**config.mk**
```make
export PLATFORM = sky130hd
export DESIGN_NAME = tile_write_sequencer_flat
export DESIGN_NICKNAME = d
export VERILOG_FILES = /design/src/rtl/arbiter_pkg.sv /design/src/rtl/tile_write_sequencer_if.sv /design/src/rtl/tile_addr_counter.sv /design/src/rtl/tile_write_sequencer.sv /design/src/flat_wrapper.sv
export SDC_FILE = /design/constraint.sdc
export NUM_CORES = 1
export LEC_CHECK = 0
export ABC_CLOCK_PERIOD_IN_PS = 8700
export CAP_MARGIN = 20
export CORE_UTILIZATION = 60
export DETAILED_ROUTE_END_ITERATION = 10
export PLACE_DENSITY = 0.83
export SYNTH_ARGS = -nofsm -noshare
export SYNTH_HDL_FRONTEND = slang
export SYNTH_SLANG_ARGS = --single-unit
```
**constraint.sdc**
```tcl
create_clock -name clk -period 8.7 [get_ports clk]
set_input_delay 1.305 -clock clk [delete_from_list [all_inputs] [get_ports clk]]
set_output_delay 1.305 -clock clk [all_outputs]
set_load 0.05 [all_outputs]
```
**src/rtl/arbiter_pkg.sv**
```systemverilog
// Shared FSM encoding and default parameters for the tile write sequencer.
package arbiter_pkg;

  localparam int unsigned DEF_ADDR_WIDTH = 16;
  localparam int unsigned DEF_NUM_CH     = 4;
  localparam int unsigned DEF_MAX_WRITES = 32;
  localparam int unsigned DEF_MAX_DEPTH  = 36864;
  localparam int unsigned CNT_WIDTH      = 9;

  typedef enum logic [1:0] {
    StIdle  = 2'd0,
    StArmed = 2'd1,
    StWrite = 2'd2,
    StDone  = 2'd3
  } state_e;

endpackage

```
**src/rtl/tile_write_sequencer_if.sv**
```systemverilog
// Job configuration, beat handshake and BRAM write bus of the tile write sequencer.
interface tile_write_sequencer_if
  import arbiter_pkg::*;
#(
    parameter int unsigned ADDR_WIDTH = DEF_ADDR_WIDTH,
    parameter int unsigned NUM_CH     = DEF_NUM_CH,
    parameter int unsigned MAX_WRITES = DEF_MAX_WRITES
);

    logic                            start_job;
    logic [ADDR_WIDTH-1:0]           cfg_base;
    logic [ADDR_WIDTH-1:0]           cfg_stride;
    logic [ADDR_WIDTH-1:0]           cfg_row_pitch;
    logic [$clog2(MAX_WRITES):0]     cfg_writes;
    logic [CNT_WIDTH-1:0]            cfg_tiles_per_row;
    logic [CNT_WIDTH-1:0]            cfg_rows;
    logic [NUM_CH-1:0]               cfg_ch_mask;
    logic                            start_tile;
    logic                            in_valid;
    logic                            abort;
    logic                            in_ready;
    logic [ADDR_WIDTH-1:0]           bram_addr;
    logic [NUM_CH-1:0]               bram_we;
    logic                            tile_done;
    logic                            job_done;
    logic                            addr_err;
    logic                            busy;

    modport master (
        output start_job, cfg_base, cfg_stride, cfg_row_pitch, cfg_writes,
               cfg_tiles_per_row, cfg_rows, cfg_ch_mask, start_tile, in_valid, abort,
        input  in_ready, bram_addr, bram_we, tile_done, job_done, addr_err, busy
    );

    modport slave (
        input  start_job, cfg_base, cfg_stride, cfg_row_pitch, cfg_writes,
               cfg_tiles_per_row, cfg_rows, cfg_ch_mask, start_tile, in_valid, abort,
        output in_ready, bram_addr, bram_we, tile_done, job_done, addr_err, busy
    );

endinterface

```
**src/rtl/tile_addr_counter.sv**
```systemverilog
// Beat/tile/row counters with latched job geometry and the resulting BRAM address.
module tile_addr_counter
  import arbiter_pkg::*;
#(
    parameter int unsigned ADDR_WIDTH = DEF_ADDR_WIDTH,
    parameter int unsigned MAX_WRITES = DEF_MAX_WRITES,
    localparam int unsigned WW        = $clog2(MAX_WRITES) + 1
) (
    input  logic                  clk,
    input  logic                  rst_n,
    input  logic                  load,
    input  logic                  clear,
    input  logic                  advance,
    input  logic [ADDR_WIDTH-1:0] cfg_base,
    input  logic [ADDR_WIDTH-1:0] cfg_stride,
    input  logic [ADDR_WIDTH-1:0] cfg_row_pitch,
    input  logic [WW-1:0]         cfg_writes,
    input  logic [CNT_WIDTH-1:0]  cfg_tiles_per_row,
    input  logic [CNT_WIDTH-1:0]  cfg_rows,
    output logic [ADDR_WIDTH-1:0] addr,
    output logic                  last_beat,
    output logic                  final_beat
);

    logic [ADDR_WIDTH-1:0] base_q, stride_q, pitch_q;
    logic [WW-1:0]         writes_q;
    logic [CNT_WIDTH-1:0]  tpr_q, rows_q;
    logic [WW-1:0]         beat_q;
    logic [CNT_WIDTH-1:0]  tile_q, row_q;
    logic                  last_tile;

    always_ff @(posedge clk or negedge rst_n) begin
        if (!rst_n) begin
            base_q   <= '0;
            stride_q <= '0;
            pitch_q  <= '0;
            writes_q <= '0;
            tpr_q    <= '0;
            rows_q   <= '0;
            beat_q   <= '0;
            tile_q   <= '0;
            row_q    <= '0;
        end else if (load) begin
            base_q   <= cfg_base;
            stride_q <= cfg_stride;
            pitch_q  <= cfg_row_pitch;
            writes_q <= cfg_writes;
            tpr_q    <= cfg_tiles_per_row;
            rows_q   <= cfg_rows;
            beat_q   <= '0;
            tile_q   <= '0;
            row_q    <= '0;
        end else if (clear) begin
            beat_q <= '0;
            tile_q <= '0;
            row_q  <= '0;
        end else if (advance) begin
            if (last_beat) begin
                beat_q <= '0;
                if (last_tile) begin
                    tile_q <= '0;
                    row_q  <= row_q + CNT_WIDTH'(1);
                end else begin
                    tile_q <= tile_q + CNT_WIDTH'(1);
                end
            end else begin
                beat_q <= beat_q + WW'(1);
            end
        end
    end

    always_comb begin
        last_beat  = (beat_q == writes_q - WW'(1));
        last_tile  = (tile_q == tpr_q - CNT_WIDTH'(1));
        final_beat = last_beat && last_tile && (row_q == rows_q - CNT_WIDTH'(1));
        // Tile index is a unit column offset within the row; products wrap to ADDR_WIDTH.
        addr = base_q + ADDR_WIDTH'(row_q) * pitch_q + ADDR_WIDTH'(tile_q)
             + ADDR_WIDTH'(beat_q) * stride_q;
    end

endmodule

```
**src/rtl/tile_write_sequencer.sv**
```systemverilog
// Sequences systolic-array output beats into multi-channel BRAM writes, tile by tile.
module tile_write_sequencer
  import arbiter_pkg::*;
#(
    parameter int unsigned ADDR_WIDTH = DEF_ADDR_WIDTH,
    parameter int unsigned NUM_CH     = DEF_NUM_CH,
    parameter int unsigned MAX_WRITES = DEF_MAX_WRITES,
    parameter int unsigned MAX_DEPTH  = DEF_MAX_DEPTH
) (
    input logic                   clk,
    input logic                   rst_n,
    tile_write_sequencer_if.slave bus
);

    state_e                state_q, state_d;
    logic [NUM_CH-1:0]     mask_q;
    logic                  tile_done_q;
    logic                  addr_err_q;
    logic [ADDR_WIDTH-1:0] addr;
    logic                  last_beat, final_beat;
    logic                  load, beat_fire, out_of_range;

    assign load         = (state_q == StIdle) && bus.start_job && !bus.abort;
    assign beat_fire    = (state_q == StWrite) && bus.in_valid && !bus.abort;
    assign out_of_range = 32'(addr) >= MAX_DEPTH;

    tile_addr_counter #(
        .ADDR_WIDTH (ADDR_WIDTH),
        .MAX_WRITES (MAX_WRITES)
    ) u_counter (
        .clk               (clk),
        .rst_n             (rst_n),
        .load              (load),
        .clear             (bus.abort),
        .advance           (beat_fire),
        .cfg_base          (bus.cfg_base),
        .cfg_stride        (bus.cfg_stride),
        .cfg_row_pitch     (bus.cfg_row_pitch),
        .cfg_writes        (bus.cfg_writes),
        .cfg_tiles_per_row (bus.cfg_tiles_per_row),
        .cfg_rows          (bus.cfg_rows),
        .addr              (addr),
        .last_beat         (last_beat),
        .final_beat        (final_beat)
    );

    always_ff @(posedge clk or negedge rst_n) begin
        if (!rst_n) begin
            state_q <= StIdle;
        end else begin
            state_q <= state_d;
        end
    end

    always_comb begin
        state_d = state_q;
        if (bus.abort) begin
            state_d = StIdle;
        end else begin
            unique case (state_q)
                StIdle:  if (bus.start_job) state_d = StArmed;
                StArmed: if (bus.start_tile) state_d = StWrite;
                StWrite: if (bus.in_valid && last_beat) state_d = final_beat ? StDone : StArmed;
                StDone:  state_d = StIdle;
                default: state_d = StIdle;
            endcase
        end
    end

    always_ff @(posedge clk or negedge rst_n) begin
        if (!rst_n) begin
            mask_q      <= '0;
            tile_done_q <= 1'b0;
            addr_err_q  <= 1'b0;
        end else begin
            tile_done_q <= beat_fire && last_beat && !final_beat;
            if (load) begin
                mask_q     <= bus.cfg_ch_mask;
                addr_err_q <= 1'b0;
            end else if (beat_fire && out_of_range) begin
                addr_err_q <= 1'b1;
            end
        end
    end

    always_comb begin
        bus.in_ready  = (state_q == StWrite);
        bus.busy      = (state_q != StIdle);
        bus.bram_addr = addr;
        bus.bram_we   = (beat_fire && !out_of_range) ? mask_q : '0;
        bus.tile_done = tile_done_q && !bus.abort;
        bus.job_done  = (state_q == StDone) && !bus.abort;
        bus.addr_err  = addr_err_q;
    end

endmodule
```
**src/flat_wrapper.sv**
```systemverilog
// flat-port wrapper written by rule: the top's interface ports become plain ports
module tile_write_sequencer_flat import arbiter_pkg::*;
#(
    parameter int unsigned ADDR_WIDTH = DEF_ADDR_WIDTH,
    parameter int unsigned NUM_CH     = DEF_NUM_CH,
    parameter int unsigned MAX_WRITES = DEF_MAX_WRITES,
    parameter int unsigned MAX_DEPTH  = DEF_MAX_DEPTH
)
  (clk, rst_n, bus_start_job, bus_cfg_base, bus_cfg_stride, bus_cfg_row_pitch, bus_cfg_writes, bus_cfg_tiles_per_row, bus_cfg_rows, bus_cfg_ch_mask, bus_start_tile, bus_in_valid, bus_abort, bus_in_ready, bus_bram_addr, bus_bram_we, bus_tile_done, bus_job_done, bus_addr_err, bus_busy);
  tile_write_sequencer_if #(.ADDR_WIDTH(ADDR_WIDTH), .NUM_CH(NUM_CH), .MAX_WRITES(MAX_WRITES)) bus_i ();
  input logic clk;
  input logic rst_n;
  input wire logic [$bits(bus_i.start_job)-1:0] bus_start_job;
  input wire logic [$bits(bus_i.cfg_base)-1:0] bus_cfg_base;
  input wire logic [$bits(bus_i.cfg_stride)-1:0] bus_cfg_stride;
  input wire logic [$bits(bus_i.cfg_row_pitch)-1:0] bus_cfg_row_pitch;
  input wire logic [$bits(bus_i.cfg_writes)-1:0] bus_cfg_writes;
  input wire logic [$bits(bus_i.cfg_tiles_per_row)-1:0] bus_cfg_tiles_per_row;
  input wire logic [$bits(bus_i.cfg_rows)-1:0] bus_cfg_rows;
  input wire logic [$bits(bus_i.cfg_ch_mask)-1:0] bus_cfg_ch_mask;
  input wire logic [$bits(bus_i.start_tile)-1:0] bus_start_tile;
  input wire logic [$bits(bus_i.in_valid)-1:0] bus_in_valid;
  input wire logic [$bits(bus_i.abort)-1:0] bus_abort;
  output wire logic [$bits(bus_i.in_ready)-1:0] bus_in_ready;
  output wire logic [$bits(bus_i.bram_addr)-1:0] bus_bram_addr;
  output wire logic [$bits(bus_i.bram_we)-1:0] bus_bram_we;
  output wire logic [$bits(bus_i.tile_done)-1:0] bus_tile_done;
  output wire logic [$bits(bus_i.job_done)-1:0] bus_job_done;
  output wire logic [$bits(bus_i.addr_err)-1:0] bus_addr_err;
  output wire logic [$bits(bus_i.busy)-1:0] bus_busy;
  assign bus_i.start_job = bus_start_job;
  assign bus_i.cfg_base = bus_cfg_base;
  assign bus_i.cfg_stride = bus_cfg_stride;
  assign bus_i.cfg_row_pitch = bus_cfg_row_pitch;
  assign bus_i.cfg_writes = bus_cfg_writes;
  assign bus_i.cfg_tiles_per_row = bus_cfg_tiles_per_row;
  assign bus_i.cfg_rows = bus_cfg_rows;
  assign bus_i.cfg_ch_mask = bus_cfg_ch_mask;
  assign bus_i.start_tile = bus_start_tile;
  assign bus_i.in_valid = bus_in_valid;
  assign bus_i.abort = bus_abort;
  assign bus_in_ready = bus_i.in_ready;
  assign bus_bram_addr = bus_i.bram_addr;
  assign bus_bram_we = bus_i.bram_we;
  assign bus_tile_done = bus_i.tile_done;
  assign bus_job_done = bus_i.job_done;
  assign bus_addr_err = bus_i.addr_err;
  assign bus_busy = bus_i.busy;
  tile_write_sequencer #(.ADDR_WIDTH(ADDR_WIDTH), .NUM_CH(NUM_CH), .MAX_WRITES(MAX_WRITES), .MAX_DEPTH(MAX_DEPTH)) u_core (.clk(clk), .rst_n(rst_n), .bus(bus_i));
endmodule
```
==> summary.txt <==
Status
  – Status: complete, but fails checks
  – Violated checks: design-rule violations

Timing
  – # setup viols final: 0
  – Final Hold Fails: 0
  – Setup Skew: 0.01029 ns
  – Final Critical Period: around 8.4 ns
  – RSZ-0062 raised after global routing: false
  – Setup tns final: 0 ns
  – Worst Max-Slew Pin Slew: 0.8446 ns
  – Final max-slew violation count: 0
  – Max_slew headroom: approximately 44%
  – Fmax: 119.3 MHz
  – Final worst path period share: between 90% and 100%

Setup path
  – Reg2Reg Setup Slack: between 2 and 2.5 ns
  – Reg2reg end: u_core.bus.addr_err$_DFFE_PN0P_
  – Max stage delay on crit path: slightly above 0.9 ns
  – WP data required: about 7.4 ns
  – CP Launch Type: register
  – Critical path's slowest cell: clkdlybuf4s50_1
  – CP Cell Sequence: nand2_1 -> fa_1 -> inv_1 -> fa_1 -> inv_1 -> fa_1 -> inv_1 -> fa_1 -> fa_1 -> inv_1 -> fa_1 -> inv_1 -> ha_1 -> a21oi_1 -> nand2_1 -> o21a_1 -> a31o_2 -> a21oi_1 -> xnor2_1 -> clkdlybuf4s50_1
  – CP Capture Type: output pin
  – Worst r2r path cells: 20
  – WS Path Type: reg2out
  – Most common cell on crit path: fa_1
  – Critical path arrival: approximately 7.1 ns
  – CP Max Fanout: 21
  – Worst reg2reg path startpoint: u_core.u_counter.beat_q[3]$_DFFE_PN0P_

Cells and area
  – Most frequent cells in the layout: 215 x inv_1, 156 x fa_1, 146 x nand2_1, 102 x dfrtp_1, 101 x clkdlybuf4s50_1
  – Most common cell after layout, fill and taps aside: inv_1
  – Syn-to-layout area delta: 13.15%
  – N_diodes: 0
  – Layout cell share with drive strength beyond 1: slightly below 9%
  – Layout fillers: approximately 1300
  – Final Core Density: 70.23%
  – Final nets: about 1500

Logic synthesis
  – Mapped Cells: 1181
  – Post-synth EDFFs: 0
  – Unique cell type count in the Yosys netlist: between 60 and 70
  – Post-synthesis sequential area ratio: approximately 23%
  – Cell Area, Synth: ~0.011 mm^2
  – Synth Flop Type: dfrtp_1
  – Yosys top cell area share: roughly 28%
  – Avg Synthesized Cell Area: about 9.6 um^2
  – Yosys top cell by area: fa_1
  – Yosys warns: 0
  – Post-synthesis net count: between 1000 and 1500
  – Asr flop ratio synth: between 90% and 100%
  – Top cells by area, synth: fa_1 28%, dfrtp_1 23%, inv_1 7.1%, mux2_2 6.5%, ha_1 5.9%
  – Seq cells post-synth: approximately 100

Global routing
  – Gr usage total: between 20% and 30%
  – First-pass GRT wire length: approximately 42000 um
  – Total grt overflow: 0
  – Largest net degree at the start of global routing: 65
  – Vias in the first global route: ~8600
  – Antenna violations before repair: 0

Detailed routing
  – Routed vias/inst: 5.587
  – Antenna-violating nets left: 0
  – Routed len/inst: roughly 17 um
  – DRC marker count from the first detailed-route iteration: about 510
  – Via count: between 8000 and 9000
  – Total Routed Length: 24840 um
  – DR pass1 iterations: 8
  – # DRC: 4

Pwr
  – Peak supply drop: about 0.000096 V
  – Pwr dens: 130.5 mW/mm^2
  – Leakage Power: approximately 5.9 nW

Place
  – DP HPWL: 19510 um
  – Final Wtd Congestion: ~0.87
  – Port Buffers: around 110

Worst hold path
  – WHS Path Cells: 1
  – Hold WC Path Type: reg2reg
  – Hold Startpoint: u_core.mask_q[1]$_DFFE_PN0P_
  – Min-Delay Endpoint: u_core.mask_q[1]$_DFFE_PN0P_

CTS
  – Clock Latency Late Sink: ~0.36 ns
  – Clock slew at reported path FFs: about 0.080 ns
  – CTS Buffer Depth: 2
  – Root buf cell: clkbuf_16
  – TritonCTS clock tree: done
  – Post-CTS setup buffers: 0
  – Htree depth: 3
  – TritonCTS Buffers: 9
  – CTS sink cnt: 104

Floorplan
  – Site Rows: 49
  – Die Width: roughly 140 um
  – I/O pins: ~110
  – Die Height: between 100 and 150 um
  – CORE AREA: approximately 0.018 mm^2
  – DIE AREA: 0.01939 mm^2
  – Effective utilization at floorplan: roughly 62%

Flow run
  – Max Cap Viol: 0
## worst max-delay path: cells and delay by family (launching register included)
family | cells | cell delay, ns
and+or+nand+nor | 2 | 0.23
DFF | 1 | 0.81
buffers and inverters | 6 | 1.18
adders and majority gates | 7 | 3.26
AOI/OAI and AO/OA | 4 | 0.96
xor gates and xnor gates | 1 | 0.29
## Yosys cell counts, types with 2 or more instances
cell / count
inv_1: 215
fa_1: 156
nand2_1: 146
dfrtp_1: 104
and2_1: 90
mux2_2: 65
xnor2_1: 55
ha_1: 53
clkbuf_1: 43
nor2_1: 38
o21ai_0: 35
a21oi_1: 17
nand3_1: 16
xor2_1: 16
nor3_1: 15
a31oi_1: 8
nand2b_1: 8
nor2b_1: 8
a21o_1: 6
and3_1: 6
o21a_1: 6
o21ai_1: 5
a22o_1: 4
buf_2: 4
o31ai_1: 4
a211oi_1: 3
a41o_1: 3
buf_1: 3
o211ai_1: 3
o2bb2ai_1: 3
or3_1: 3
a2bb2oi_1: 2
mux2i_1: 2
nand3b_1: 2
nor4_1: 2
nor4_2: 2
or4_1: 2
## layout make-up
cell class                 instances  area [um^2]  share of cell area [%]
timing repair buffer             114         1099                   8.591
tap                              229        286.5                   2.241
clock inverter                     7        66.31                  0.5186
multi-input combinational        811         7699                   60.21
clock buffer                       9        225.2                   1.761
inverter                         215        807.0                   6.311
sequential                       104         2605                   20.37
## where the power goes
group	switching [mW]	leakage (nW)	internal, mW
combinational	0.310	4.46	0.259
clock	0.203	0.141	0.200
sequential	0.128	1.29	0.568
total	0.641	5.89	1.03
## kinds of logic after synthesis
kind of cell	Yosys count	synth area share, %
XOR/XNOR	72	5.702
AND/OR/NAND/NOR	350	15.51
buffers and inverters	266	8.913
AO/OA/AOI/OAI	113	6.687
multiplexers	67	6.654
adder cells (fa/ha/maj)	209	33.50
flip-flops	104	23.03
## metrics by stage
stage | area [um^2] | worst slack [ns] | hold slack (ns) | cells | power, mW
2_1_floorplan | 11300 | 0.8525 | 0.4721 | 1181 | 1.077
3_3_place_gp | 12510 | 0.4176 | 0.4869 | 1472 | 1.248
3_5_place_dp | 12510 | 0.2574 | 0.4867 | 1472 | 1.272
4_1_cts | 12790 | 0.1841 | 0.5054 | 1488 | 1.680
5_1_grt | 12790 | 0.06341 | 0.5366 | 1489 | 1.761
6_report | 12790 | 0.3164 | 0.5069 | 1489 | 1.669
## flip-flops by register name, indices dropped and copies added (netlist names), 6 cells and up
name / cells
u_core.u_counter.tile_q: 9
u_core.u_counter.row_q: 9
u_core.u_counter.rows_q: 9
u_core.u_counter.beat_q: 6
u_core.u_counter.tpr_q: 9
u_core.u_counter.stride_q: 16
u_core.u_counter.writes_q: 6
u_core.u_counter.pitch_q: 16
u_core.u_counter.base_q: 16
## worst max path at each step
| stage | startpoint | end | slack [ns] | cells after the start |
|---|---|---|---|---|
| floorplan | u_core.u_counter.row_q[1]$_DFFE_PN0P_ | bus_bram_we[0] | 0.85 | 23 |
| global placement | u_core.u_counter.row_q[0]$_DFFE_PN0P_ | bus_bram_we[3] | 0.42 | 22 |
| detailed placement | u_core.u_counter.row_q[0]$_DFFE_PN0P_ | bus_bram_we[3] | 0.26 | 20 |
| CTS | u_core.u_counter.beat_q[3]$_DFFE_PN0P_ | bus_bram_we[3] | 0.18 | 21 |
| global route | u_core.u_counter.row_q[2]$_DFFE_PN0P_ | bus_bram_addr[15] | 0.06 | 20 |
| finish | u_core.u_counter.row_q[2]$_DFFE_PN0P_ | bus_bram_addr[15] | 0.32 | 20 |
## what timing repair did
item / CTS / global route
hold buffers: 0 / 0
resized for setup: 6 / 8
endpoints found under the hold margin: 0 / 0
endpoints found under the setup margin: 4 / 4
pin swaps: 0 / 0
## routing by layer
| metal | vias to the layer above | GRT usage (%) | part of all wire [%] |
|---|---|---|---|
| met5 | - | 0 | 0 |
| met4 | 0 | 12.87 | 3.8 |
| met3 | 68 | 3.338 | 4.8 |
| met2 | 263 | 47.18 | 50 |
| met1 | 4172 | 35.42 | 41 |
| li1 | 3816 | - | - |
Power figures use the tool's default switching activity.
